**src/rtl/input_port_controller.sv**
```systemverilog
// Input port controller: flit FIFO plus wormhole routing FSM driving a 1x4 demux select.
// Optional drop counter enabled by `define FLIT_DROP_COUNT_EN.
module input_port_controller #(
   parameter int flitWidth = 16,
   parameter int fifoDepth = 4
) (
   input  logic                 clk,
   input  logic                 rst_n,
   input  logic [flitWidth-1:0] inputFlit,
   input  logic                 inputValid,
   output logic                 inputReady,
   output logic [1:0]           select,
   output logic [flitWidth-1:0] outputFlit,
   output logic                 outputValid,
   input  logic [3:0]           downstreamReady
`ifdef FLIT_DROP_COUNT_EN
   ,
   output logic [7:0]           dropCount
`endif
);

   localparam int PW = $clog2(fifoDepth);
   localparam int CW = PW + 1;
   localparam logic [CW-1:0] DEPTH_C = CW'(fifoDepth);

   typedef enum logic {IDLE, ROUTED} state_t;

   logic [flitWidth-1:0] mem_q [fifoDepth];
   logic [PW-1:0]        wr_ptr_q, rd_ptr_q;
   logic [CW-1:0]        count_q;
   state_t               state_q, state_d;
   logic [1:0]           select_q, select_d;

   logic [flitWidth-1:0] front;
   logic [1:0]           ftype;
   logic                 is_head, is_tail;
   logic                 empty, full;
   logic                 push, pop, out_vld;
`ifdef FLIT_DROP_COUNT_EN
   logic                 drop;
   logic [7:0]           drop_q;
`endif

   assign front   = mem_q[rd_ptr_q];
   assign ftype   = front[flitWidth-1 -: 2];
   // 01 = head, 11 = head+tail; bit 1 set marks packet end (10 tail, 11 head+tail)
   assign is_head = ftype[0];
   assign is_tail = ftype[1];
   assign empty   = (count_q == '0);
   assign full    = (count_q == DEPTH_C);
   assign push    = inputValid && !full;

   assign inputReady  = !full;
   assign outputValid = out_vld;
   assign outputFlit  = front;
   assign select      = select_q;

   always_comb begin
      state_d  = state_q;
      select_d = select_q;
      pop      = 1'b0;
      out_vld  = 1'b0;
`ifdef FLIT_DROP_COUNT_EN
      drop     = 1'b0;
`endif
      case (state_q)
         IDLE: begin
            if (!empty) begin
               if (is_head) begin
                  select_d = front[1:0];
                  state_d  = ROUTED;
               end else begin
                  pop = 1'b1;
`ifdef FLIT_DROP_COUNT_EN
                  drop = 1'b1;
`endif
               end
            end
         end
         ROUTED: begin
            // head flits seen here are forwarded as body; only a tail releases the lock
            out_vld = !empty;
            if (out_vld && downstreamReady[select_q]) begin
               pop = 1'b1;
               if (is_tail) state_d = IDLE;
            end
         end
         default: state_d = IDLE;
      endcase
   end

   always_ff @(posedge clk or negedge rst_n) begin
      if (!rst_n) begin
         state_q  <= IDLE;
         select_q <= 2'd0;
         wr_ptr_q <= '0;
         rd_ptr_q <= '0;
         count_q  <= '0;
      end else begin
         state_q  <= state_d;
         select_q <= select_d;
         if (push) wr_ptr_q <= wr_ptr_q + PW'(1);
         if (pop)  rd_ptr_q <= rd_ptr_q + PW'(1);
         case ({push, pop})
            2'b10:   count_q <= count_q + CW'(1);
            2'b01:   count_q <= count_q - CW'(1);
            default: count_q <= count_q;
         endcase
      end
   end

   // storage needs no reset: contents are only observed through valid entries
   always_ff @(posedge clk) begin
      if (push) mem_q[wr_ptr_q] <= inputFlit;
   end

`ifdef FLIT_DROP_COUNT_EN
   always_ff @(posedge clk or negedge rst_n) begin
      if (!rst_n) begin
         drop_q <= 8'd0;
      end else if (drop && drop_q != 8'hFF) begin
         drop_q <= drop_q + 8'd1;
      end
   end

   assign dropCount = drop_q;
`endif

endmodule

```
**config.mk**
```make
export PLATFORM = sky130hd
export DESIGN_NAME = input_port_controller
export DESIGN_NICKNAME = d
export VERILOG_FILES = /design/src/rtl/input_port_controller.sv
export SDC_FILE = /design/constraint.sdc
export NUM_CORES = 1
export LEC_CHECK = 0
export ABC_CLOCK_PERIOD_IN_PS = 5600
export BUFFER_PORTS_ARGS = -buffer_cell sky130_fd_sc_hd__buf_2
export CAP_MARGIN = 5
export CELL_PAD_IN_SITES_DETAIL_PLACEMENT = 0
export CELL_PAD_IN_SITES_GLOBAL_PLACEMENT = 1
export CORE_MARGIN = 3
export CORE_UTILIZATION = 49
export CTS_CLUSTER_DIAMETER = 80
export CTS_CLUSTER_SIZE = 30
export DETAILED_ROUTE_END_ITERATION = 12
export MAX_ROUTING_LAYER = met4
export PLACE_DENSITY = 0.86
export SLEW_MARGIN = 20
export SYNTH_ARGS = -nofsm -noshare
export SYNTH_HDL_FRONTEND = slang
export SYNTH_SLANG_ARGS = --single-unit
```
**constraint.sdc**
```tcl
create_clock -name clk -period 5.6 [get_ports clk]
set_input_delay 1.12 -clock clk [delete_from_list [all_inputs] [get_ports clk]]
set_output_delay 1.12 -clock clk [all_outputs]
set_load 0.03 [all_outputs]
```
; After elaboration in Yosys (flattened, before gate mapping)
; Memory sizes are Yosys's and may differ from the RTL's.
; Cells that the tools add are included.
; Widths: inputs -> output; s select.
[classes]
muxes = 15
order_cmp = 1
n_reduce_logical = 7
bitwise_logic = 2
n_eq_ne = 3
n_addsub = 4
[ops]
columns = op, count
row1 = $mux 1, 11
row2 = $pmux 3 s2, 1
row3 = $add 2x1->2 const B, 2
row4 = $pmux 1 s2, 2
row5 = $add 3x1->3 const B, 1
row6 = $eq 3x3->1 const B, 1
row7 = $logic_not 3->1, 1
row8 = $lt 2x3->1 const B, 1
row9 = $reduce_and 3->1, 1
row10 = $sub 3x1->3 const B, 1
row11 = $bmux 1 s2, 1
row12 = $eq 2x1->1 const B, 1
row13 = $eq 2x2->1 const B, 1
row14 = $logic_and 1x1->1, 2
row15 = $logic_not 1->1, 2
row16 = $not 1->1, 2
row17 = $reduce_bool 2->1, 1
[totals]
mem_count = 1
output_inout_bits = 20
inputBits = 23
elab_cells = 38
ram_bits = 64
register_bits = 10
[memory_table]
columns = name, words, word_bits, read_ports, rd_clocked_by_memory_dff, write_ports, line_no
row1 = mem_q, 4, 16, 1, 0, 1, 28  ; logic [flitWidth-1:0] mem_q [fifoDepth];

; Depth between registers and ports, before layout
; Gate-level depths: netlist of the first run.
[logic_depth]
depth_word = 7
ltp_mapped = 10
ltp_nobuf = 10

; Least setup slack after synthesis of the first run
; No wires, ideal clock.
[synth_timing]
path_kind = input -> register
start = input port downstreamReady[1]
end = register count_q[2]
setup_time_ps = 79
stages = 9
t_required_ps = 5521
arrival_time_ps = 2597
n_path_buf = 0
setup_slack_ps = 2924
path_cell_list = mux4_2 nand2_1 a21oi_1 ha_1 inv_1 fa_1 xor2_1 nor2_1 xor2_1
[synth_between]
elab_chain_len = 7
word_cells_on_any_way = 9
classes_between = eq/ne (2) / mux (5) / reduce/logical (2)
[synth_rtl]
columns = element, line_no
row1 = start: declaration, 15  ; input logic [3:0] downstreamReady
row2 = $bmux 1 s2 *, 83  ; if (out_vld && downstreamReady[select_q]) begin
row3 = $mux 1 (implied by the code) *, 83
row4 = $logic_and 1x1->1 *, 83
row5 = $mux 1 *, 83
row6 = $pmux 1 s2 *, 66  ; case (state_q)
row7 = named net pop, 38  ; logic push, pop, out_vld;
row8 = $eq 2x1->1 or $eq 2x2->1 (tied branches), 104  ; case ({push, pop})
row9 = $pmux 3 s2 or $reduce_bool 2->1 (tied branches), -
row10 = end signal: assignment, 105  ; 2'b10: count_q <= count_q + CW'(1);
row11 = end signal: assignment, 106  ; 2'b01: count_q <= count_q - CW'(1);
row12 = end signal: assignment, 107  ; default: count_q <= count_q;
row13 = end: declaration, 30  ; logic [CW-1:0] count_q;
; Mark *: on every way through the listed nets, which the timed path passes. The rest lies on a longest branch. The select of a mux whose other input is x is not followed.
; A chain may end at the register's enable or synchronous reset.

; Worst setup path after layout of the first run
[layout_timing]
start = register rd_ptr_q[0]
end = output port outputFlit[15]
[layout_between]
elab_chain_len = 1
[layout_rtl]
columns = element, line_no
row1 = start: declaration, 29  ; logic [PW-1:0] wr_ptr_q, rd_ptr_q;
row2 = start signal: assignment, 103  ; if (pop) rd_ptr_q <= rd_ptr_q + PW'(1);
row3 = $mem_v2 4x16, -
row4 = end: declaration, 13  ; output logic [flitWidth-1:0] outputFlit,
; Every way passes these cells.

==> impl_metrics.env, run 1 <==
export IMPL_fin_crit_sh_pct=59.4
export IMPL_routed_wl_um=4480
export IMPL_post_place_ws_ns=2.25
export IMPL_clockBufferDepth=2
export IMPL_clk_latency_ns=0.33
export IMPL_path_max_fanout=17
export IMPL_cts_tree="yes"
export IMPL_period_needed_ns=3.32
export IMPL_nets=214
export IMPL_ant_nets=0
export IMPL_crit_path_end="outputFlit[15]"
export IMPL_rsz0062_at_grt="no"
export IMPL_sequentialPowerShare_pct=43.7
export IMPL_maxSlewHeadroom_pct=35.1
export IMPL_worst_pin_slew_ns=0.973
export IMPL_routedWlPerCell_um=17.1
export IMPL_grt_pass1_vias=1549
export IMPL_cts_sinks=74
export IMPL_cts_max_level=3
export IMPL_stdcell_count=262
export IMPL_via_per_inst=5.28
export IMPL_start_util_pct=51.9
export IMPL_p_sw_share_pct=36.1
export IMPL_drc=0
export IMPL_crit_type="flop to primary output"
export IMPL_ys_seq_area_share_pct=74.2
export IMPL_coreArea_um2=5640
export IMPL_dp_hpwl_um=2930
export IMPL_cts_hold_buf=0
export IMPL_critPathLaunchType="flop"
export IMPL_area_growth_syn_to_layout_pct=15.2
export IMPL_cp_arrival_ns=2.20
export IMPL_dr_pass1_iters=4
export IMPL_cp_end_kind="primary output"
export IMPL_slew_violations=0
export IMPL_hold_viol=0
export IMPL_pwr_share_clk_pct=20.2
export IMPL_synth_seq_cells=74
export IMPL_synth_cell_types=24
export IMPL_die_area_um2=6940
export IMPL_antenna_found_initial=0
export IMPL_synthCells=136
export IMPL_p_leak_nw=1.26
export IMPL_drive_gt1_share_pct=37.4
export IMPL_clk_pin_slew_ns=0.07
export IMPL_power_switching_uw=701
export IMPL_regToRegStartpoint="rd_ptr_q[0]"
export IMPL_vdd_ir_drop_max_mv=0.289
export IMPL_grt_max_degree=18
export IMPL_syn_area_per_cell_um2=21.5
export IMPL_syn_nets=165
export IMPL_rows=27
export IMPL_track_usage_pct=15.0
export IMPL_intPower_mw=1.24
export IMPL_final_common_cell="edfxtp_1"
export IMPL_fmax_ghz=0.301
export IMPL_synth_edff_count=64
export IMPL_antenna_cells=0
export IMPL_cts_resized=0
export IMPL_grt_overflow=0
export IMPL_grt_pass1_wl_um=7640
export IMPL_dp_cells=246
export IMPL_numCtsBuffers=9
export IMPL_timing_rr_end="count_q[2]"
export IMPL_io_pins=43
export IMPL_setup_violations_final=0
export IMPL_min_path_type="flop to flop"
export IMPL_die_w_um=83.3
export IMPL_port_buffers=42
export IMPL_maxCapViolCount=0
export IMPL_syn_cell_area_um2=2930
export IMPL_cts_root_buf="clkbuf_8"
export IMPL_async_flop_share_pct=13.5
export IMPL_ff2ff_path_depth=9
export IMPL_synth_warnings=0
export IMPL_drt_iter0_markers=84
export IMPL_post_cts_setup_buffer_count=0
export IMPL_crit_path_start="rd_ptr_q[0]"
export IMPL_clock_skew_ns=0.00934
export IMPL_status="finished clean"
export IMPL_pwr_share_comb_pct=36.1
export IMPL_worstPathRequired_ns=4.48
export IMPL_vias=1384
export IMPL_synth_flop_cell="edfxtp_1"
export IMPL_die_y_um=83.3
export IMPL_routabilityCongestion=0.721
export IMPL_fin_util_pct=59.8
export IMPL_setup_tns_final_ns=0
export IMPL_fin_ws_ns=2.28
export IMPL_fill_cells=415
export IMPL_p_per_area_nw_per_um2=575
export IMPL_final_cell_mix="64 x edfxtp_1, 42 x buf_2, 11 x mux4_2"
export IMPL_reg2reg_slack_ns=2.32
-- power by group through the flow --
stage / Clock, mW / Sequential (mW) / Combinational (mW)
6_report: 0.392 / 0.846 / 0.700
4_1_cts: 0.404 / 0.853 / 0.714
2_1_floorplan: 0 / 0.805 / 0.599
5_1_grt: 0.427 / 0.869 / 0.758
3_3_place_gp: 0 / 0.852 / 0.692
3_5_place_dp: 0 / 0.864 / 0.710
-- through the flow --
step	total power, mW	hold slack [ns]	instance area [um2]
after floorplan	1.40	0.464	2930
after global placement	1.54	0.481	3180
after detailed placement	1.57	0.498	3180
after CTS	1.97	0.515	3370
after global routing	2.05	0.536	3370
final	1.94	0.514	3370
-- state kept, by name, summed over array words and instances (netlist names) --
signal and cells:
count_q 3, state_q 1, select 2, wr_ptr_q 2, rd_ptr_q 2, mem_q 64
-- worst min-delay path by stage --
stage / startpoint / slack [ns] / to / cells past startpoint
finish: count_q[0] / 0.51 / count_q[0] / 1
global route: count_q[0] / 0.54 / count_q[0] / 1
CTS: count_q[0] / 0.52 / count_q[0] / 1
detailed placement: count_q[0] / 0.50 / count_q[0] / 1
global placement: count_q[2] / 0.48 / count_q[2] / 1
floorplan: count_q[2] / 0.46 / count_q[2] / 1
-- routing by layer --
metal	track usage [%]	share of wire [%]	vias up
li1	-	-	642
met1	17.0	41	689
met2	23.8	51	48
met3	7.64	7.8	5
met4	4.01	0.60	0
met5	-	0	-
-- synthesized netlist by cell type, types with 2 or more instances --
cell type	count	area [um2]
xnor2_1	4	35.0
and3_1	4	25.0
ha_1	5	62.6
mux4_2	11	248
mux2_2	3	33.8
clkbuf_8	2	27.5
mux4_1	6	158
xor2_1	2	17.5
buf_6	2	22.5
edfxtp_1	64	1920
nand2_1	4	15.0
dfrtp_1	10	250
nor2_1	2	7.51
inv_1	7	26.3
-- final cells by class --
| type | instances | area [um2] | area share, % |
|---|---|---|---|
| clock inverters | 6 | 67.6 | 2.00 |
| clock buffers | 10 | 128 | 3.78 |
| repair buffers | 42 | 210 | 6.23 |
| inverters | 7 | 26.3 | 0.779 |
| well taps | 72 | 90.1 | 2.67 |
| multi-input cells | 51 | 679 | 20.1 |
| flip-flops and latches | 74 | 2170 | 64.4 |
-- critical path, cell delays in order (launching register included) --
cell     delay (ns)
dfrtp_1        0.99
mux4_1         0.68
buf_2          0.20
-- logic make-up after synthesis --
family / Yosys count / synth area share (%)
xor+xnor: 6 / 1.79
simple gates: 15 / 2.61
compound gates: 3 / 0.641
mux: 21 / 15.3
flops: 74 / 74.2
fa+ha+maj: 6 / 2.82
buf+inv: 11 / 2.61
Note: power is estimated with default switching activity, not from simulation.
==> run 2: changes to the inputs <==
ABC_CLOCK_PERIOD_IN_PS = 3500   (was 5600)
CORE_UTILIZATION = 48   (was 49)
PLACE_DENSITY = 0.85   (was 0.86)
clock period = 3.5 ns   (was 5.6 ns; I/O delays follow)
==> impl_metrics.env, run 2 (synthesized netlist as in run 1, its figures left out) <==
export IMPL_p_leak_nw=1.27
export IMPL_ant_nets=0
export IMPL_via_per_inst=5.42
export IMPL_grt_pass1_vias=1592
export IMPL_grt_max_degree=18
export IMPL_clk_latency_ns=0.34
export IMPL_cpMaxStageDelayCell="mux4_2"
export IMPL_cts_hold_buf=0
export IMPL_routabilityCongestion=0.777
export IMPL_rows=27
export IMPL_routedWlPerCell_um=18.8
export IMPL_worst_pin_slew_ns=0.865
export IMPL_vdd_ir_drop_max_mv=0.447
export IMPL_final_cell_mix="64 x edfxtp_1, 42 x buf_2, 11 x mux4_2"
export IMPL_cts_sinks=74
export IMPL_hold_viol=0
export IMPL_coreArea_um2=5710
export IMPL_drt_iter0_markers=128
export IMPL_track_usage_pct=15.6
export IMPL_nets=216
export IMPL_dp_hpwl_um=3270
export IMPL_worstPathRequired_ns=3.75
export IMPL_clk_pin_slew_ns=0.08
export IMPL_slew_violations=0
export IMPL_port_buffers=42
export IMPL_final_common_cell="edfxtp_1"
export IMPL_grt_pass1_wl_um=8000
export IMPL_die_w_um=84.1
export IMPL_period_needed_ns=2.61
export IMPL_io_pins=43
export IMPL_regMostFlops="mem_q"
export IMPL_critPathLaunchType="flop"
export IMPL_cp_end_kind="flop"
export IMPL_setup_violations_final=0
export IMPL_maxSlewHeadroom_pct=42.3
export IMPL_setup_tns_final_ns=0
export IMPL_cts_resized=0
export IMPL_numCtsBuffers=9
export IMPL_die_y_um=84.1
export IMPL_antenna_found_initial=0
export IMPL_vias=1426
export IMPL_cts_tree="yes"
export IMPL_cp_cell_sequence="buf_4 > mux4_2 > or2_1 > a21oi_1 > ha_1 > inv_1 > fa_1 > xor2_1 > nor2_1 > xor2_1"
export IMPL_ff2ff_path_depth=10
export IMPL_largest_reg_flops=64
export IMPL_max_stage_delay_ns=0.37
export IMPL_min_path_type="input pin to asynchronous set/reset pin"
export IMPL_fmax_ghz=0.383
export IMPL_p_per_area_nw_per_um2=928
export IMPL_dp_cells=248
export IMPL_top_regs="mem_q x64, count_q x3"
export IMPL_maxCapViolCount=0
export IMPL_drive_gt1_share_pct=37.7
export IMPL_cp_arrival_ns=2.86
export IMPL_antenna_cells=0
export IMPL_die_area_um2=7070
export IMPL_rsz0062_at_grt="no"
export IMPL_clock_skew_ns=0.0108
export IMPL_path_common_cell="xor2_1"
export IMPL_grt_overflow=0
export IMPL_post_cts_setup_buffer_count=0
export IMPL_clockBufferDepth=2
export IMPL_status="finished clean"
export IMPL_drc=0
export IMPL_path_max_fanout=17
export IMPL_stdcell_count=263
export IMPL_cts_max_level=3
export IMPL_dr_pass1_iters=4
export IMPL_start_util_pct=51.3
export IMPL_routed_wl_um=4940
export IMPL_crit_type="flop to flop"
export IMPL_fin_crit_sh_pct=74.6
export IMPL_area_growth_syn_to_layout_pct=15.3
export IMPL_cts_root_buf="clkbuf_8"
## run 2: final cells by class
cell class	count	area, um2
clock buffer	10	128
fill	429	2330
tap	72	90.1
inverter	7	26.3
timing repair buffer	44	225
sequential	74	2170
clock inverter	5	56.3
multi-input combinational	51	679
## run 2: metrics by stage
stage / hold slack, ns / util [%] / cell area, um2 / setup WS [ns] / power, mW
2_1_floorplan: 0.404 / - / 2930 / 0.877 / 2.25
3_3_place_gp: 0.481 / 55.9 / 3190 / 1.02 / 2.49
3_5_place_dp: 0.508 / 55.9 / 3190 / 0.903 / 2.54
4_1_cts: 0.206 / 59.1 / 3380 / 0.887 / 3.16
5_1_grt: 0.204 / 59.1 / 3380 / 0.721 / 3.31
6_report: 0.205 / 59.1 / 3380 / 0.889 / 3.14
## run 2: worst paths after layout
| path | start | end | slack (ns) |
|---|---|---|---|
| setup / recovery | rd_ptr_q[1] | count_q[2] | 0.89 |
| max in group asynchronous | rst_n | select[1] | 3.10 |
| hold reg to reg | count_q[0] | count_q[0] | 0.53 |
| setup reg to reg | rd_ptr_q[1] | count_q[2] | 0.89 |
| hold / removal | rst_n | select[0] | 0.21 |
| min in group clk | count_q[0] | count_q[0] | 0.53 |
## run 2: layer usage
layer	part of all wire, %	vias to the layer above	track usage [%]
met1	42	729	18.9
met5	0	-	-
met3	5.1	5	4.44
met2	53	45	25.2
li1	-	647	-
met4	0.57	0	5.26
## run 2: report_power, final
| group | leakage (nW) | internal, mW | switching, mW |
|---|---|---|---|
| clock network | 0.0921 | 0.324 | 0.294 |
| registers | 0.703 | 1.20 | 0.0777 |
| logic | 0.474 | 0.474 | 0.770 |
## run 2: critical path: cells and delay by family (launching register included)
family,cells,cell delay (ns)
xor gates and xnor gates,2,0.33
adders and majority gates,2,0.59
muxes,1,0.37
buffers and inverters,2,0.32
and+or+nand+nor,2,0.35
AOI/OAI and AO/OA,1,0.23
DFF,1,0.33
